## config.mk

```make
export PLATFORM = sky130hd
export DESIGN_NAME = rob_alloc
export DESIGN_NICKNAME = d
export VERILOG_FILES = /design/src/rtl/rob_alloc.sv
export SDC_FILE = /design/constraint.sdc
export NUM_CORES = 1
export LEC_CHECK = 0
export ABC_AREA = 0
export BUFFER_PORTS_ARGS = -buffer_cell sky130_fd_sc_hd__buf_2
export CORE_ASPECT_RATIO = 1.75
export CORE_MARGIN = 3
export CORE_UTILIZATION = 30
export CTS_CLUSTER_SIZE = 8
export DETAILED_ROUTE_END_ITERATION = 10
export PLACE_DENSITY = 0.45
export SYNTH_ARGS = -nofsm -noshare
export SYNTH_HDL_FRONTEND = slang
export SYNTH_SLANG_ARGS = --single-unit
```

## constraint.sdc

```tcl
create_clock -name clk -period 4.2 [get_ports clk]
set_clock_uncertainty 0.2 [all_clocks]
set_input_delay 0.42 -clock clk [delete_from_list [all_inputs] [get_ports clk]]
set_output_delay 0.42 -clock clk [all_outputs]
set_load 0.05 [all_outputs]
```

## src/rtl/rob_alloc.sv

```systemverilog
// Reorder-buffer slot allocator: hands out ROB tags in program order,
// tracks occupancy against in-order commits, and holds off issue after a flush.
module rob_alloc #(
  parameter int ROB_SLOTS    = 16,
  parameter int ROB_IDX_BITS = 4,
  parameter int FLUSH_CYCLES = 2
) (
  input  logic                    clk,
  input  logic                    rst,
  input  logic                    clear,
  input  logic                    allocReq,
  output logic                    allocGnt,
  output logic [ROB_IDX_BITS-1:0] allocIdx,
  input  logic                    commitValid,
  input  logic [ROB_IDX_BITS-1:0] commitIdx,
  output logic                    full,
  output logic                    empty,
  output logic [ROB_IDX_BITS:0]   count,
  output logic                    orderErr
);

  localparam int CW   = ROB_IDX_BITS + 1;
  localparam int FC_W = (FLUSH_CYCLES > 1) ? $clog2(FLUSH_CYCLES) : 1;
  localparam int FC_INIT = (FLUSH_CYCLES > 0) ? FLUSH_CYCLES - 1 : 0;

  localparam logic [CW-1:0]           SLOTS = CW'(ROB_SLOTS);
  localparam logic [ROB_IDX_BITS-1:0] LAST  = ROB_IDX_BITS'(ROB_SLOTS - 1);
  localparam logic [FC_W-1:0]         FC_LD = FC_W'(FC_INIT);

  typedef enum logic {RUN, FLUSH} state_t;

  state_t                  state, state_n;
  logic [ROB_IDX_BITS-1:0] tail, tail_n;
  logic [ROB_IDX_BITS-1:0] head, head_n;
  logic [CW-1:0]           count_n;
  logic [FC_W-1:0]         fcnt, fcnt_n;
  logic                    err_n;
  logic                    run;
  logic                    grant;
  logic                    accept;
  logic                    pop;

  assign full     = (count == SLOTS);
  assign empty    = (count == '0);
  assign run      = (state == RUN);
  assign grant    = allocReq && !full && !clear && run;
  assign accept   = commitValid && !clear && run;
  assign pop      = accept && !empty;
  assign allocGnt = grant;
  assign allocIdx = tail;

  always_comb begin
    state_n = state;
    tail_n  = tail;
    head_n  = head;
    count_n = count;
    fcnt_n  = fcnt;
    err_n   = orderErr;
    if (clear) begin
      tail_n  = '0;
      head_n  = '0;
      count_n = '0;
      if (FLUSH_CYCLES == 0) begin
        state_n = RUN;
      end else begin
        state_n = FLUSH;
        fcnt_n  = FC_LD;
      end
    end else if (!run) begin
      if (fcnt == '0) state_n = RUN;
      else            fcnt_n  = fcnt - 1'b1;
    end else begin
      if (grant)
        tail_n = (tail == LAST) ? '0 : tail + 1'b1;
      // an out-of-order commit still retires the head slot
      if (accept && empty)
        err_n = 1'b1;
      if (pop) begin
        if (commitIdx != head) err_n = 1'b1;
        head_n = (head == LAST) ? '0 : head + 1'b1;
      end
      count_n = count + CW'(grant) - CW'(pop);
    end
  end

  always_ff @(posedge clk or negedge rst) begin
    if (!rst) begin
      state    <= RUN;
      tail     <= '0;
      head     <= '0;
      count    <= '0;
      fcnt     <= '0;
      orderErr <= 1'b0;
    end else begin
      state    <= state_n;
      tail     <= tail_n;
      head     <= head_n;
      count    <= count_n;
      fcnt     <= fcnt_n;
      orderErr <= err_n;
    end
  end

endmodule

```

==> impl_metrics.toml <==
[timing]
post-route-period-util_pct = 81.7
rsz0062_at_grt = "false"
period_minus_slack_ns = 3.43
hold_slack_ns = 0.236
final_max_slew_viol_count = 0
maxSlewHeadroom_pct = 72.7
max_freq_mhz = 291
worstMarginPinSlew_ns = 0.409
tns_ns = 0
setup_viol = 0
final-hold-violation-count = 0

[critical_path]
crit_cells = 14
critPathLaunchType = "register"
critical-path-slowest-cell = "or4b_4"
reg2reg_slack_ns = 0.77
cp.arrival_ns = 3.38
cp-startpoint = "count[2]"
reg2regPathDepth = 14
critPathMaxStageDelay_ns = 0.49
crit_type = "reg2reg"
cp_cell_sequence = "inv_1 -> ha_1 -> or4b_4 -> nand3_4 -> inv_4 -> ha_1 -> inv_1 -> ha_1 -> inv_1 -> fa_1 -> nand2b_1 -> a21oi_1 -> mux2i_1 -> mux2_1"
r2r_start = "count[2]"
cpLargestDelayFamily = "adder cells"
crit_path_end = "count[4]"
endpoint_kind = "register"
path_buf_inv = 4
r2r_end = "count[4]"
cp.required_ns = 4.14
crit_path_max_fanout = 5

[hold_path]
hold_class = "in2reg"
min_path_cells = 2

[yosys]
synth_area_um2 = 1050
yosysSeqAreaShare_pct = 38.1
synth_warnings = 0
yosysUniqueCellTypes = 37
syn_nets = 122
synth-seq-cells = 16
netlist_instances = 104
synth_edf_count = 0
synth-main-ff-cell = "dfrtp_1"
ys_async_sr_fraction_pct = 100
syn_area_per_cell_um2 = 10.1

[pwr]
ir_worst_vdd_mv = 0.174
finalPower_mw = 0.398
powerDensity_nw_per_um2 = 320
p_leak_nw = 0.629

[global_routing]
gr-total-overflow = 0
antenna_found_initial = 0
grt_usage_pct = 11.8
grt_max_degree = 18
grt_pass1_wl_um = 3910
grt_pass1_vias = 837

[status]
status = "completed"

[cells_and_area]
final_cells = 170
synthToLayoutAreaGrowth_pct = 18.5
final_util_pct = 38.4
fin_nets = 146
final_layout_size_suffix_gt1_share_pct = 26.8
diodes = 0

[clocking]
cts_buffers = 3
htreeDepth = 1
clkSinkCount = 16
cts_tree = "built"
ctsRootBufferMaster = "clkbuf_8"
clock_latency_ns = 0.26
postCtsSetupRepairBufs = 0
path_clk_slew_ns = 0.07
cts_buffer_depth = 2

[place]
place.port_buffers = 21
place_hpwl_um = 1720
dp.cells = 165
gp_congestion = 0.760

[die]
die_h_um = 84.3
core_um2 = 3240
start_util_pct = 32.4
ioPinCount = 22
dieArea_um2 = 4280
rows = 27
die_x_um = 50.7

[drt]
drt_iter0_markers = 8
via_per_inst = 4.79
first_pass_iters = 4
drt-wirelength-per-cell_um = 13.3
drc = 0
drt_wl_total_um = 2260
ant_nets = 0
vias = 815

[job]
drv_cap = 0
metrics by stage:
stage	instance area (um2)	setup WS (ns)
floorplan	1050	0.616
detailed placement	1180	0.769
global placement	1180	0.793
global route	1240	0.558
CTS	1240	0.753
finish	1240	0.768
timing repair:
action,CTS,global route
endpoints found under the hold margin,16,0
resized for setup,0,0
endpoints found under the setup margin,0,0
hold buffers,1,0
layer usage:
| layer | vias to the layer above | global-route usage, % | wire length, um |
|---|---|---|---|
| met5 | - | 0 | 0 |
| met4 | 0 | 4.41 | 21 |
| met3 | 3 | 2.84 | 106 |
| met2 | 17 | 20.6 | 1230 |
| met1 | 390 | 13.5 | 899 |
| li1 | 405 | - | - |
worst min-delay path by stage:
stage,start,to,slack [ns]
floorplan,rst,allocIdx[0],-0.08
global placement,rst,allocIdx[3],0.17
detailed placement,rst,allocIdx[3],0.18
CTS,commitValid,orderErr,0.23
global route,commitValid,orderErr,0.25
finish,commitValid,orderErr,0.24
flip-flops by register name, summed over array words and instances, names as in the netlist:
register  count
count         5
allocIdx      4
head          4
fcnt          1
orderErr      1
state         1
report_power, final:
part	total, mW	switching (mW)	internal [mW]
Combinational	0.0864	0.0569	0.0295
Clock	0.142	0.0591	0.0833
Sequential	0.169	0.00904	0.160
cell usage after synthesis, types with 2 or more instances:
cell / number / area (um2)
nand2_1: 7 / 26.3
inv_1: 9 / 33.8
ha_1: 8 / 100
a21oi_1: 7 / 35.0
mux2i_1: 4 / 40.0
nand3_1: 2 / 10.0
buf_6: 2 / 22.5
xnor2_1: 3 / 26.3
a21o_1: 4 / 30.0
a31oi_1: 2 / 12.5
nand2b_1: 5 / 31.3
a22o_1: 2 / 17.5
nor2_1: 8 / 30.0
nor2b_1: 2 / 12.5
dfrtp_1: 16 / 400
xor2_1: 2 / 17.5
layout make-up:
| type | instances | area, um2 |
|---|---|---|
| clock buffer | 4 | 55.1 |
| timing repair buffer | 22 | 115 |
| tap | 43 | 53.8 |
| inverter | 11 | 43.8 |
| fill | 359 | 2000 |
| multi-input combinational | 74 | 577 |
| sequential | 16 | 400 |
worst register-to-register path: stages, from the launching register on:
cell and delay [ns]:
dfrtp_1 0.43, inv_1 0.10, ha_1 0.15, or4b_4 0.49
nand3_4 0.13, inv_4 0.06, ha_1 0.26, inv_1 0.06
ha_1 0.15, inv_1 0.06, fa_1 0.37, nand2b_1 0.17
a21oi_1 0.16, mux2i_1 0.21, mux2_1 0.33
layout by cell type, fill, tap and decap left out, drive strengths merged, types with 4 or more instances in the layout:
cell / netlist / routed
nand2b: 5 / 5
nor2: 10 / 10
a21o: 4 / 4
inv: 11 / 11
ha: 8 / 8
dfrtp: 16 / 16
nand2: 7 / 7
buf: 3 / 21
a21oi: 7 / 7
mux2i: 4 / 4
clkbuf: 0 / 4
kinds of logic after synthesis:
family | after synthesis | synth area share (%)
and+or+nand+nor | 36 | 21.7
muxes | 5 | 4.88
xor gates and xnor gates | 5 | 4.17
DFF | 16 | 38.1
buffers and inverters | 14 | 7.02
AOI/OAI and AO/OA | 19 | 12.7
adders and majority gates | 9 | 11.4
Note: power is estimated with default switching activity, not from simulation.
